File: src/rtl/ntt_butterfly_scheduler_pkg.sv
// ntt_pkg: FSM state codes, width helpers and butterfly-count helper shared by the
// NTT scheduler, coefficient RAM and twiddle ROM.
package ntt_pkg;

  typedef logic [2:0] sched_state_t;

  localparam sched_state_t ST_IDLE  = 3'd0;
  localparam sched_state_t ST_ISSUE = 3'd1;
  localparam sched_state_t ST_DRAIN = 3'd2;
  localparam sched_state_t ST_SCALE = 3'd3;
  localparam sched_state_t ST_DONE  = 3'd4;

  // Stage index width; at least one bit even for the smallest transform.
  function automatic int stage_w(input int log_n);
    if (log_n <= 2) begin
      return 1;
    end else begin
      return $clog2(log_n);
    end
  endfunction

  // Butterflies per stage (N/2).
  function automatic int bf_count(input int log_n);
    return 32'd1 << (log_n - 1);
  endfunction

endpackage

File: src/rtl/ntt_butterfly_scheduler_bf_addr_gen.sv
// ntt_bf_addr_gen: combinational (stage, butterfly) -> operand/twiddle address map for
// a radix-2 Cooley-Tukey pass over bit-reversed input.
module ntt_bf_addr_gen
  import ntt_pkg::*;
#(
  parameter int LOG_N = 8
) (
  input  logic [stage_w(LOG_N)-1:0] s,
  input  logic [LOG_N-2:0]          bf,
  output logic [LOG_N-1:0]          addr_a,
  output logic [LOG_N-1:0]          addr_b,
  output logic [LOG_N-2:0]          tf_addr
);

  localparam int SW = stage_w(LOG_N);
  localparam logic [SW-1:0]    S_TOP = SW'(LOG_N - 1);
  localparam logic [LOG_N-1:0] ONE   = LOG_N'(1'b1);

  logic [LOG_N-1:0] bf_ext_s;
  logic [LOG_N-1:0] half_s;
  logic [LOG_N-1:0] mask_s;
  logic [LOG_N-1:0] a_s;
  logic [SW-1:0]    tf_sh_s;

  // Group index moves up one bit to open the gap for the b operand; k stays in place.
  always_comb begin
    bf_ext_s = {1'b0, bf};
    half_s   = ONE << s;
    mask_s   = half_s - ONE;
    a_s      = (((bf_ext_s >> s) << s) << 1'b1) | (bf_ext_s & mask_s);
    tf_sh_s  = S_TOP - s;
    addr_a   = a_s;
    addr_b   = a_s + half_s;
    tf_addr  = (bf & mask_s[LOG_N-2:0]) << tf_sh_s;
  end

endmodule

File: src/rtl/ntt_butterfly_scheduler.sv
// ntt_butterfly_scheduler: issues NTT/INTT butterfly beats stage by stage with a drain gap.
// Optional INTT N^-1 scaling pass enabled by defining NTT_SCHED_SCALE_PASS_EN.
module ntt_butterfly_scheduler
  import ntt_pkg::*;
#(
  parameter int LOG_N      = 8,
  parameter int PIPE_DRAIN = 4
) (
  input  logic                      clk,
  input  logic                      rst_n,
  input  logic                      start,
  input  logic                      inv_mode,
  output logic                      busy,
  output logic                      done,
  output logic                      out_valid,
  input  logic                      out_ready,
  output logic [LOG_N-1:0]          addr_a,
  output logic [LOG_N-1:0]          addr_b,
  output logic [LOG_N-2:0]          tf_addr,
  output logic                      inv,
  output logic [stage_w(LOG_N)-1:0] stage,
  output logic                      last
`ifdef NTT_SCHED_SCALE_PASS_EN
  ,
  output logic                      scale
`endif
);

  localparam int SW   = stage_w(LOG_N);
  localparam int BF_N = bf_count(LOG_N);
  localparam logic [SW-1:0]    S_LAST     = SW'(LOG_N - 1);
  localparam logic [LOG_N-1:0] BF_LAST    = LOG_N'(BF_N - 1);
  localparam logic [3:0]       DRAIN_LAST = 4'(PIPE_DRAIN - 1);
`ifdef NTT_SCHED_SCALE_PASS_EN
  localparam logic             SCALE_EN   = 1'b1;
  localparam logic [LOG_N-1:0] SC_LAST    = {LOG_N{1'b1}};
`else
  localparam logic             SCALE_EN   = 1'b0;
`endif

  sched_state_t     state_r, state_n, after_r, after_n, fin_tgt_s;
  logic [SW-1:0]    s_r, s_n;
  logic [LOG_N-1:0] bf_r, bf_n;
  logic [3:0]       drain_r, drain_n;
  logic             inv_n, fire_s;
  logic             valid_n, last_n;
  logic [LOG_N-1:0] a_n, b_n, gen_a_s, gen_b_s;
  logic [LOG_N-2:0] tf_n, gen_tf_s;
`ifdef NTT_SCHED_SCALE_PASS_EN
  logic             scale_n;
`endif

  ntt_bf_addr_gen #(.LOG_N(LOG_N)) u_addr_gen (
    .s       (s_n),
    .bf      (bf_n[LOG_N-2:0]),
    .addr_a  (gen_a_s),
    .addr_b  (gen_b_s),
    .tf_addr (gen_tf_s)
  );

  // Where the FSM heads once the final butterfly stage has drained.
  always_comb begin
`ifdef NTT_SCHED_SCALE_PASS_EN
    fin_tgt_s = inv ? ST_SCALE : ST_DONE;
`else
    fin_tgt_s = ST_DONE;
`endif
  end

  // FSM next-state and stage/butterfly/drain counter update.
  always_comb begin
    state_n = state_r;
    after_n = after_r;
    s_n     = s_r;
    bf_n    = bf_r;
    drain_n = drain_r;
    inv_n   = inv;
    fire_s  = out_valid && out_ready;
    case (state_r)
      ST_IDLE: begin
        if (start) begin
          inv_n   = inv_mode;
          s_n     = '0;
          bf_n    = '0;
          drain_n = '0;
          state_n = ST_ISSUE;
        end else begin
          state_n = ST_IDLE;
        end
      end
      ST_ISSUE: begin
        if (fire_s && (bf_r == BF_LAST)) begin
          bf_n = '0;
          if (s_r == S_LAST) begin
            after_n = fin_tgt_s;
          end else begin
            s_n     = s_r + SW'(1'b1);
            after_n = ST_ISSUE;
          end
          if (PIPE_DRAIN == 0) begin
            state_n = after_n;
          end else begin
            drain_n = '0;
            state_n = ST_DRAIN;
          end
        end else if (fire_s) begin
          bf_n = bf_r + LOG_N'(1'b1);
        end else begin
          state_n = ST_ISSUE;
        end
      end
      ST_DRAIN: begin
        if (drain_r == DRAIN_LAST) begin
          state_n = after_r;
        end else begin
          drain_n = drain_r + 4'd1;
        end
      end
`ifdef NTT_SCHED_SCALE_PASS_EN
      ST_SCALE: begin
        if (fire_s && (bf_r == SC_LAST)) begin
          bf_n    = '0;
          after_n = ST_DONE;
          if (PIPE_DRAIN == 0) begin
            state_n = ST_DONE;
          end else begin
            drain_n = '0;
            state_n = ST_DRAIN;
          end
        end else if (fire_s) begin
          bf_n = bf_r + LOG_N'(1'b1);
        end else begin
          state_n = ST_SCALE;
        end
      end
`endif
      ST_DONE: begin
        state_n = ST_IDLE;
      end
      default: begin
        state_n = ST_IDLE;
      end
    endcase
  end

  // Beat payload as it will appear after the coming edge; held automatically on stall.
  always_comb begin
    valid_n = (state_n == ST_ISSUE) || (state_n == ST_SCALE);
    a_n     = gen_a_s;
    b_n     = gen_b_s;
    tf_n    = gen_tf_s;
    last_n  = 1'b0;
`ifdef NTT_SCHED_SCALE_PASS_EN
    scale_n = 1'b0;
`endif
    if (state_n == ST_ISSUE) begin
      last_n = (s_n == S_LAST) && (bf_n == BF_LAST) && !(SCALE_EN && inv_n);
    end else begin
`ifdef NTT_SCHED_SCALE_PASS_EN
      if (state_n == ST_SCALE) begin
        a_n     = bf_n;
        b_n     = bf_n;
        tf_n    = '0;
        scale_n = 1'b1;
        last_n  = (bf_n == SC_LAST);
      end else begin
        last_n  = 1'b0;
      end
`else
      last_n = 1'b0;
`endif
    end
  end

  // State, counters and all outputs registered.
  always_ff @(posedge clk or negedge rst_n) begin
    if (!rst_n) begin
      state_r   <= ST_IDLE;
      after_r   <= ST_IDLE;
      s_r       <= '0;
      bf_r      <= '0;
      drain_r   <= '0;
      inv       <= 1'b0;
      busy      <= 1'b0;
      done      <= 1'b0;
      out_valid <= 1'b0;
      addr_a    <= '0;
      addr_b    <= '0;
      tf_addr   <= '0;
      stage     <= '0;
      last      <= 1'b0;
`ifdef NTT_SCHED_SCALE_PASS_EN
      scale     <= 1'b0;
`endif
    end else begin
      state_r   <= state_n;
      after_r   <= after_n;
      s_r       <= s_n;
      bf_r      <= bf_n;
      drain_r   <= drain_n;
      inv       <= inv_n;
      busy      <= (state_n != ST_IDLE);
      done      <= (state_n == ST_DONE);
      out_valid <= valid_n;
      addr_a    <= a_n;
      addr_b    <= b_n;
      tf_addr   <= tf_n;
      stage     <= s_n;
      last      <= last_n;
`ifdef NTT_SCHED_SCALE_PASS_EN
      scale     <= scale_n;
`endif
    end
  end

endmodule
File: config.mk
export PLATFORM = sky130hd
export DESIGN_NAME = ntt_butterfly_scheduler
export DESIGN_NICKNAME = d
export VERILOG_FILES = /design/src/rtl/ntt_butterfly_scheduler_pkg.sv /design/src/rtl/ntt_butterfly_scheduler_bf_addr_gen.sv /design/src/rtl/ntt_butterfly_scheduler.sv
export SDC_FILE = /design/constraint.sdc
export NUM_CORES = 1
export LEC_CHECK = 0
export CAP_MARGIN = 25
export CORE_MARGIN = 2
export CORE_UTILIZATION = 49
export DETAILED_ROUTE_END_ITERATION = 12
export GPL_TIMING_DRIVEN = 0
export PLACE_DENSITY_LB_ADDON = 0.15
export REMOVE_ABC_BUFFERS = 1
export SYNTH_ARGS = -nofsm -noshare
export SYNTH_HDL_FRONTEND = slang
export SYNTH_SLANG_ARGS = --single-unit
File: constraint.sdc
create_clock -name clk -period 3.1 [get_ports clk]
set_input_delay 0.465 -clock clk [delete_from_list [all_inputs] [get_ports clk]]
set_output_delay 0.465 -clock clk [all_outputs]
set_load 0.03 [all_outputs]
=== Yosys cells after proc, flatten, opt, wreduce, memory -nomap -nowiden ===
Cells that the tools add are included.

* Word-level logic and storage cells: 68
* Output and inout bits: 31
* Register bits after elaboration: 49
* Input port bits: 5

* Multiplexer cells: 19
* Reductions and logical operators: 10
* Add/sub/neg operators: 6
* Shift operators: 4
* Bitwise gates (word level): 3
* Equality and inequality tests: 13

{| class="wikitable"
|+ Operators by type and width
! operator !! count
|-
| two-way mux 8 bit || 3
|-
| two-way mux 3 bit || 7
|-
| equality test 8 x 7 -> 1 bit, second input constant || 2
|-
| one-hot mux 8 bit (2 select lines) || 1
|-
| two-way mux 4 bit || 3
|-
| one-hot mux 4 bit (3 select lines) || 1
|-
| equality test 3 bit, second input constant || 3
|-
| one-hot mux 3 bit (3 select lines) || 1
|-
| adder 8 x 1 -> 8 bit, second input constant || 1
|-
| adder 8 bit || 1
|-
| bitwise AND 7 x 8 -> 8 bit || 1
|-
| bitwise OR 8 bit || 1
|-
| << shifter 1 x 3 -> 8 bit, first input constant || 1
|-
| << shifter 8 x 3 -> 7 bit || 1
|-
| right shift 7 x 3 -> 8 bit || 1
|-
| subtractor 8 x 1 -> 8 bit, second input constant || 1
|-
| bitwise AND 7 bit || 1
|-
| << shifter 7 x 3 -> 7 bit || 1
|-
| equality test 3 x 1 -> 1 bit, second input constant || 2
|-
| equality test 3 x 2 -> 1 bit, second input constant || 2
|-
| != test 2 bit, second input constant || 3
|-
| one-hot mux 3 bit (2 select lines) || 1
|-
| nonzero test 3 bit || 2
|-
| adder 4 x 1 -> 4 bit, second input constant || 1
|-
| other kinds (9) || 13
|}

=== Logic depth before layout (Yosys ltp) ===
* Depth after elaboration: 9
* Gate-level depth with buffers: 17
* Mapped depth without buffers: 15

=== Cells and area by module ===
A second synthesis with hierarchy kept.

* Cells, all modules: 265
* Area, all modules: 2656.3 um^2

{| class="wikitable"
|+ By module, submodules not included
! module !! seq. area each (um^2) !! times used !! cells each !! area an instance (um^2)
|-
| ntt_butterfly_scheduler || 1201.2 || 1 || 153 || 1899.3
|-
| ntt_bf_addr_gen || 0.0 || 1 || 112 || 757.0
|}

=== Least setup slack after synthesis ===
No wires, ideal clock.

* Kind: reg2reg
* Start: register bf_r[0]
* End: register addr_b[6]
* Setup slack: -0.029 ns
* Data arrival time: 3.007 ns
* Buffers on the path: 2
* Period minus slack after synthesis: 3.129 ns
* Cell stages (with the launch flop): 18
* Path through: dfrtp_1 ha_1 clkbuf_2 inv_1 nor4_4 a21oi_2 inv_2 buf_2 nor2_1 nand2_1 a2bb2oi_1 fa_1 nor2b_1 o21ai_0 a21oi_1 o21a_1 nor2_1 xnor2_1

* Cells in the longest elaborated chain, start to end: 9
* Elaborated cells between the ends (all ways): 16
* Classes of those cells: add/sub: 3; eq/ne: 1; shift: 3; mux: 6; bitwise: 2; reduce/logical: 1

{| class="wikitable"
|+ RTL lines
! element !! RTL line !! source
|-
| from (decl) || ntt_butterfly_scheduler.sv:43 || <nowiki>logic [LOG_N-1:0] bf_r, bf_n;</nowiki>
|-
| from (signal assigned) || ntt_butterfly_scheduler.sv:199 || <nowiki>bf_r <= bf_n;</nowiki>
|-
| equality test 8 x 7 -> 1 bit * || ntt_butterfly_scheduler.sv:92 || <nowiki>if (fire_s && (bf_r == BF_LAST)) begin</nowiki>
|-
| logical AND 1 bit * || ntt_butterfly_scheduler.sv:92 ||
|-
| two-way mux 3 bit * || ntt_butterfly_scheduler.sv:92 ||
|-
| one-hot mux 3 bit (2 select lines) * || ntt_butterfly_scheduler.sv:79 || <nowiki>case (state_r)</nowiki>
|-
| named net s_n[2] || ntt_butterfly_scheduler.sv:42 || <nowiki>logic [SW-1:0] s_r, s_n;</nowiki>
|-
| << shifter 1 x 3 -> 8 bit || ntt_butterfly_scheduler_bf_addr_gen.sv:28 || <nowiki>half_s = ONE << s;</nowiki>
|-
| subtractor 8 x 1 -> 8 bit || ntt_butterfly_scheduler_bf_addr_gen.sv:29 || <nowiki>mask_s = half_s - ONE;</nowiki>
|-
| bitwise AND 7 x 8 -> 8 bit || ntt_butterfly_scheduler_bf_addr_gen.sv:30 || <nowiki>a_s = (((bf_ext_s >> s) << s) << 1'b1) | (bf_ext_s & mask_s);</nowiki>
|-
| bitwise OR 8 bit || ntt_butterfly_scheduler_bf_addr_gen.sv:30 ||
|-
| adder 8 bit * || ntt_butterfly_scheduler_bf_addr_gen.sv:33 || <nowiki>addr_b = a_s + half_s;</nowiki>
|-
| named net b_n[6] || ntt_butterfly_scheduler.sv:47 || <nowiki>logic [LOG_N-1:0] a_n, b_n, gen_a_s, gen_b_s;</nowiki>
|-
| to (signal assigned) || ntt_butterfly_scheduler.sv:206 || <nowiki>addr_b <= b_n;</nowiki>
|-
| to (decl) || ntt_butterfly_scheduler.sv:18 || <nowiki>output logic [LOG_N-1:0] addr_b,</nowiki>
|}

Mark *: on every way through the listed nets, which the timed path passes. The rest lies on a longest branch.
A chain may end at the register's enable or synchronous reset.

=== Worst setup path in the final report ===
* Start: input start
* End: register addr_b[6]

* Cells in the longest elaborated chain, start to end: 7
* Elaborated cells between the ends (all ways): 11
* Classes of those cells: add/sub: 2; shift: 3; mux: 4; bitwise: 2

{| class="wikitable"
|+ RTL lines
! element !! RTL line !! source
|-
| from (decl) || ntt_butterfly_scheduler.sv:11 || <nowiki>input logic start,</nowiki>
|-
| two-way mux 3 bit || ntt_butterfly_scheduler.sv:81 || <nowiki>if (start) begin</nowiki>
|-
| one-hot mux 3 bit (2 select lines) || ntt_butterfly_scheduler.sv:79 ||
|-
| << shifter 1 x 3 -> 8 bit || ntt_butterfly_scheduler_bf_addr_gen.sv:28 ||
|-
| subtractor 8 x 1 -> 8 bit || ntt_butterfly_scheduler_bf_addr_gen.sv:29 ||
|-
| bitwise AND 7 x 8 -> 8 bit || ntt_butterfly_scheduler_bf_addr_gen.sv:30 ||
|-
| bitwise OR 8 bit * || ntt_butterfly_scheduler_bf_addr_gen.sv:30 ||
|-
| named net a_n[2] || ntt_butterfly_scheduler.sv:47 ||
|-
| adder 8 bit * || ntt_butterfly_scheduler_bf_addr_gen.sv:33 ||
|-
| named net b_n[6] || ntt_butterfly_scheduler.sv:47 ||
|}

Marked as above.

==> results.ini <==
[yosys]
ys_ff_latch=48
syn_area_per_cell_um2=9.85
synth_area_um2=2550
ys.flop_type=dfrtp_1
synth_edf_count=0
ys_seq_area_share_pct=47.1
synth_top_area_share_pct=47.1
synth_area_leader_cell=dfrtp_1
synth.distinct_cells=65
async_reset_ff_share_pct=100
netlist_instances=259
synth_area_leaders=dfrtp_1, ha_1, nand2_1
yosys_warnings=0

[drt]
wl_per_cell_um=16.0
drt_wl_total_um=6200
firstDrtPassIters=4
ant_nets=0
via_per_inst=5.72
drc=0
drt_iter0_drc=142
vias=2218

[final_layout]
fin_util_pct=67.5
fillers=412
final_cells=388
drive_above_1_share_pct=27.0
multi_input_area_um2=1420
diodes=0
area_delta_synth_final_pct=34.3
fin_area_um2=3430
nets=333
register_area_um2=1210

[timing]
worst_pin_slew_ns=0.549
fin_crit_ns=2.95
timing.final.ws_setup_ns=0.155
relSlewSlack_pct=63.4
finClkSkew_ns=0.00509
finalSetupViolations=0
hold_viol=0
finalCritPeriodShare_pct=95.0
drv_slew=0
fmax_mhz=340

[placement]
dpl_cell_area_um2=2950
io_buffers=35
routabilityCongestion=0.865
dp_hpwl_um=3910
place_ws_ns=-0.980
place_inst=355

[grt]
track_usage_pct=21.5
overflow=0
grt_pass1_vias=2037
grt_pass1_wl_um=9940
antenna_found_initial=0
grt_start_max_net_pins=26

[power]
irDropWorstVdd_mv=0.390
leakage_nw=1.47
pwr_density_cell_nw_per_um2=562
total_power_mw=1.92

[clock_tree]
cts_buffer_depth=2
clock-root-buffer=clkbuf_8
cts_buffers=5
cts_max_level=2
clk_pin_slew_ns=0.08
cts_tree=done
insertion_delay_ns=0.30
cts_sinks=48

[status]
status=complete, no violations

[run]
maxCapViolCount=0

[worst_setup_path]
worstSetupPathType=input port to register
worstSetupStartpointType=input port
path_max_fanout=17
rrSetupSlack_ns=0.17
required_ns=3.33
reg2reg_depth=15
worstSetupEndpointType=register
timing.rr.start=state_r[2]$_DFF_PN0_
arrival_ns=3.17
worstReg2RegEnd=addr_b[6]$_DFF_PN0_

[die]
ios=36
coreArea_um2=5070
dieArea_um2=5800
placementRows=26
initial_utilization_pct=50.3
dieWidth_um=76.2
die_y_um=76.2

[min_path]
hold_path.class=input port to async pin

critical path, stage by stage:
cell and delay, ns:
clkdlybuf4s50_1 0.48, or2_4 0.18, nand2_1 0.14, o21ai_1 0.16, o31a_2 0.21, inv_6 0.08, a21oi_1 0.20, o22ai_2 0.12
ha_1 0.33, nor2b_2 0.17, o21ai_2 0.14, a21oi_2 0.07, o21a_1 0.16, nor2_1 0.11, xnor2_1 0.13
sequential cells by signal, summed over array words and instances (netlist names):
name,cells
tf_addr,7
drain_r,4
state_r,3
after_r,2
last,1
s_r,3
addr_a,8
addr_b,8
busy,1
out_valid,1
done,1
inv,1
bf_r,8
metal layers:
layer | wire length, µm | vias up | track usage [%]
li1 | - | 1054 | -
met1 | 2670 | 1110 | 28.2
met2 | 3240 | 48 | 36.4
met3 | 236 | 6 | 3.79
met4 | 61 | 0 | 6.73
met5 | 0 | - | 0
kinds of logic after synthesis:
group | share of synthesized area, %
AOI/OAI and AO/OA | 18.9
xor gates and xnor gates | 1.72
adders and majority gates | 5.20
buffers and inverters | 5.05
DFF | 47.1
muxes | 2.21
other | 0.147
and+or+nand+nor | 19.7
final cells by class:
class | count | share of cell area [%]
tap | 70 | 2.56
timing repair buffer | 61 | 16.1
inverter | 19 | 2.41
clock inverter | 1 | 0.146
sequential | 48 | 35.2
clock buffer | 6 | 2.12
multi-input combinational | 183 | 41.4
report_power, final:
group	switching (mW)	total, mW	leakage (nW)	internal, mW
logic	0.454	0.792	0.803	0.338
clock network	0.193	0.347	0.0410	0.154
registers	0.0682	0.785	0.629	0.717
how the worst max path moves through the flow:
stage                               startpoint                  end  cells past startpoint
after floorplan            out_valid$_DFF_PN0_  addr_b[7]$_DFF_PN0_                     14
after global placement               out_ready  addr_b[7]$_DFF_PN0_                     15
after detailed placement             out_ready  addr_b[7]$_DFF_PN0_                     15
after CTS                 state_r[1]$_DFF_PN0_  addr_b[7]$_DFF_PN0_                     13
after global routing                     start  addr_b[7]$_DFF_PN0_                     15
final                                    start  addr_b[6]$_DFF_PN0_                     15
cells in the mapped netlist, types with 2 or more instances:
cell,n
mux2i_1,3
xnor2_1,5
nor2b_1,3
o211ai_1,6
o21ai_1,2
dfrtp_1,48
a21oi_1,12
a211oi_1,2
nor4_1,5
inv_2,2
a21boi_0,2
nor2_1,24
nand3_1,6
inv_1,17
nor3b_1,2
a22o_1,2
o21ai_0,13
nand2_1,24
ha_1,9
o22ai_1,6
nand2b_1,3
o2111ai_1,2
a41oi_1,2
and3_1,3
nand4_1,4
buf_2,6
and2_1,3
a21oi_2,2
o31ai_1,4
o31a_1,2
through the flow:
step | hold slack, ns | setup TNS (ns)
3_3_place_gp | 0.465 | -4.20
6_report | 0.145 | 0
5_1_grt | 0.190 | -0.0461
3_5_place_dp | 0.471 | -4.29
4_1_cts | 0.160 | -0.0128
2_1_floorplan | 0.169 | -0.216
placed cells by master (no fill, tap or decap), types with 5 or more instances in the layout:
cell,Yosys,final
nand2_1,24,22
xnor2_1,5,5
dfrtp_1,48,43
nand3_1,6,6
buf_4,1,23
o211ai_1,6,6
a21oi_1,12,8
inv_1,17,16
dfrtp_2,0,5
o21ai_0,13,11
clkbuf_8,0,5
nor2_1,24,21
clkdlybuf4s50_1,0,33
a21oi_2,2,5
ha_1,9,5
repair_timing:
| item | in CTS | in global routing |
|---|---|---|
| endpoints found under the setup margin | 6 | 4 |
| cloned | 1 | 0 |
| hold buffers | 0 | 0 |
| setup buffers | 10 | 15 |
| resized for setup | 24 | 30 |
| pin swaps | 4 | 16 |
(Power assumes the default switching activity.)
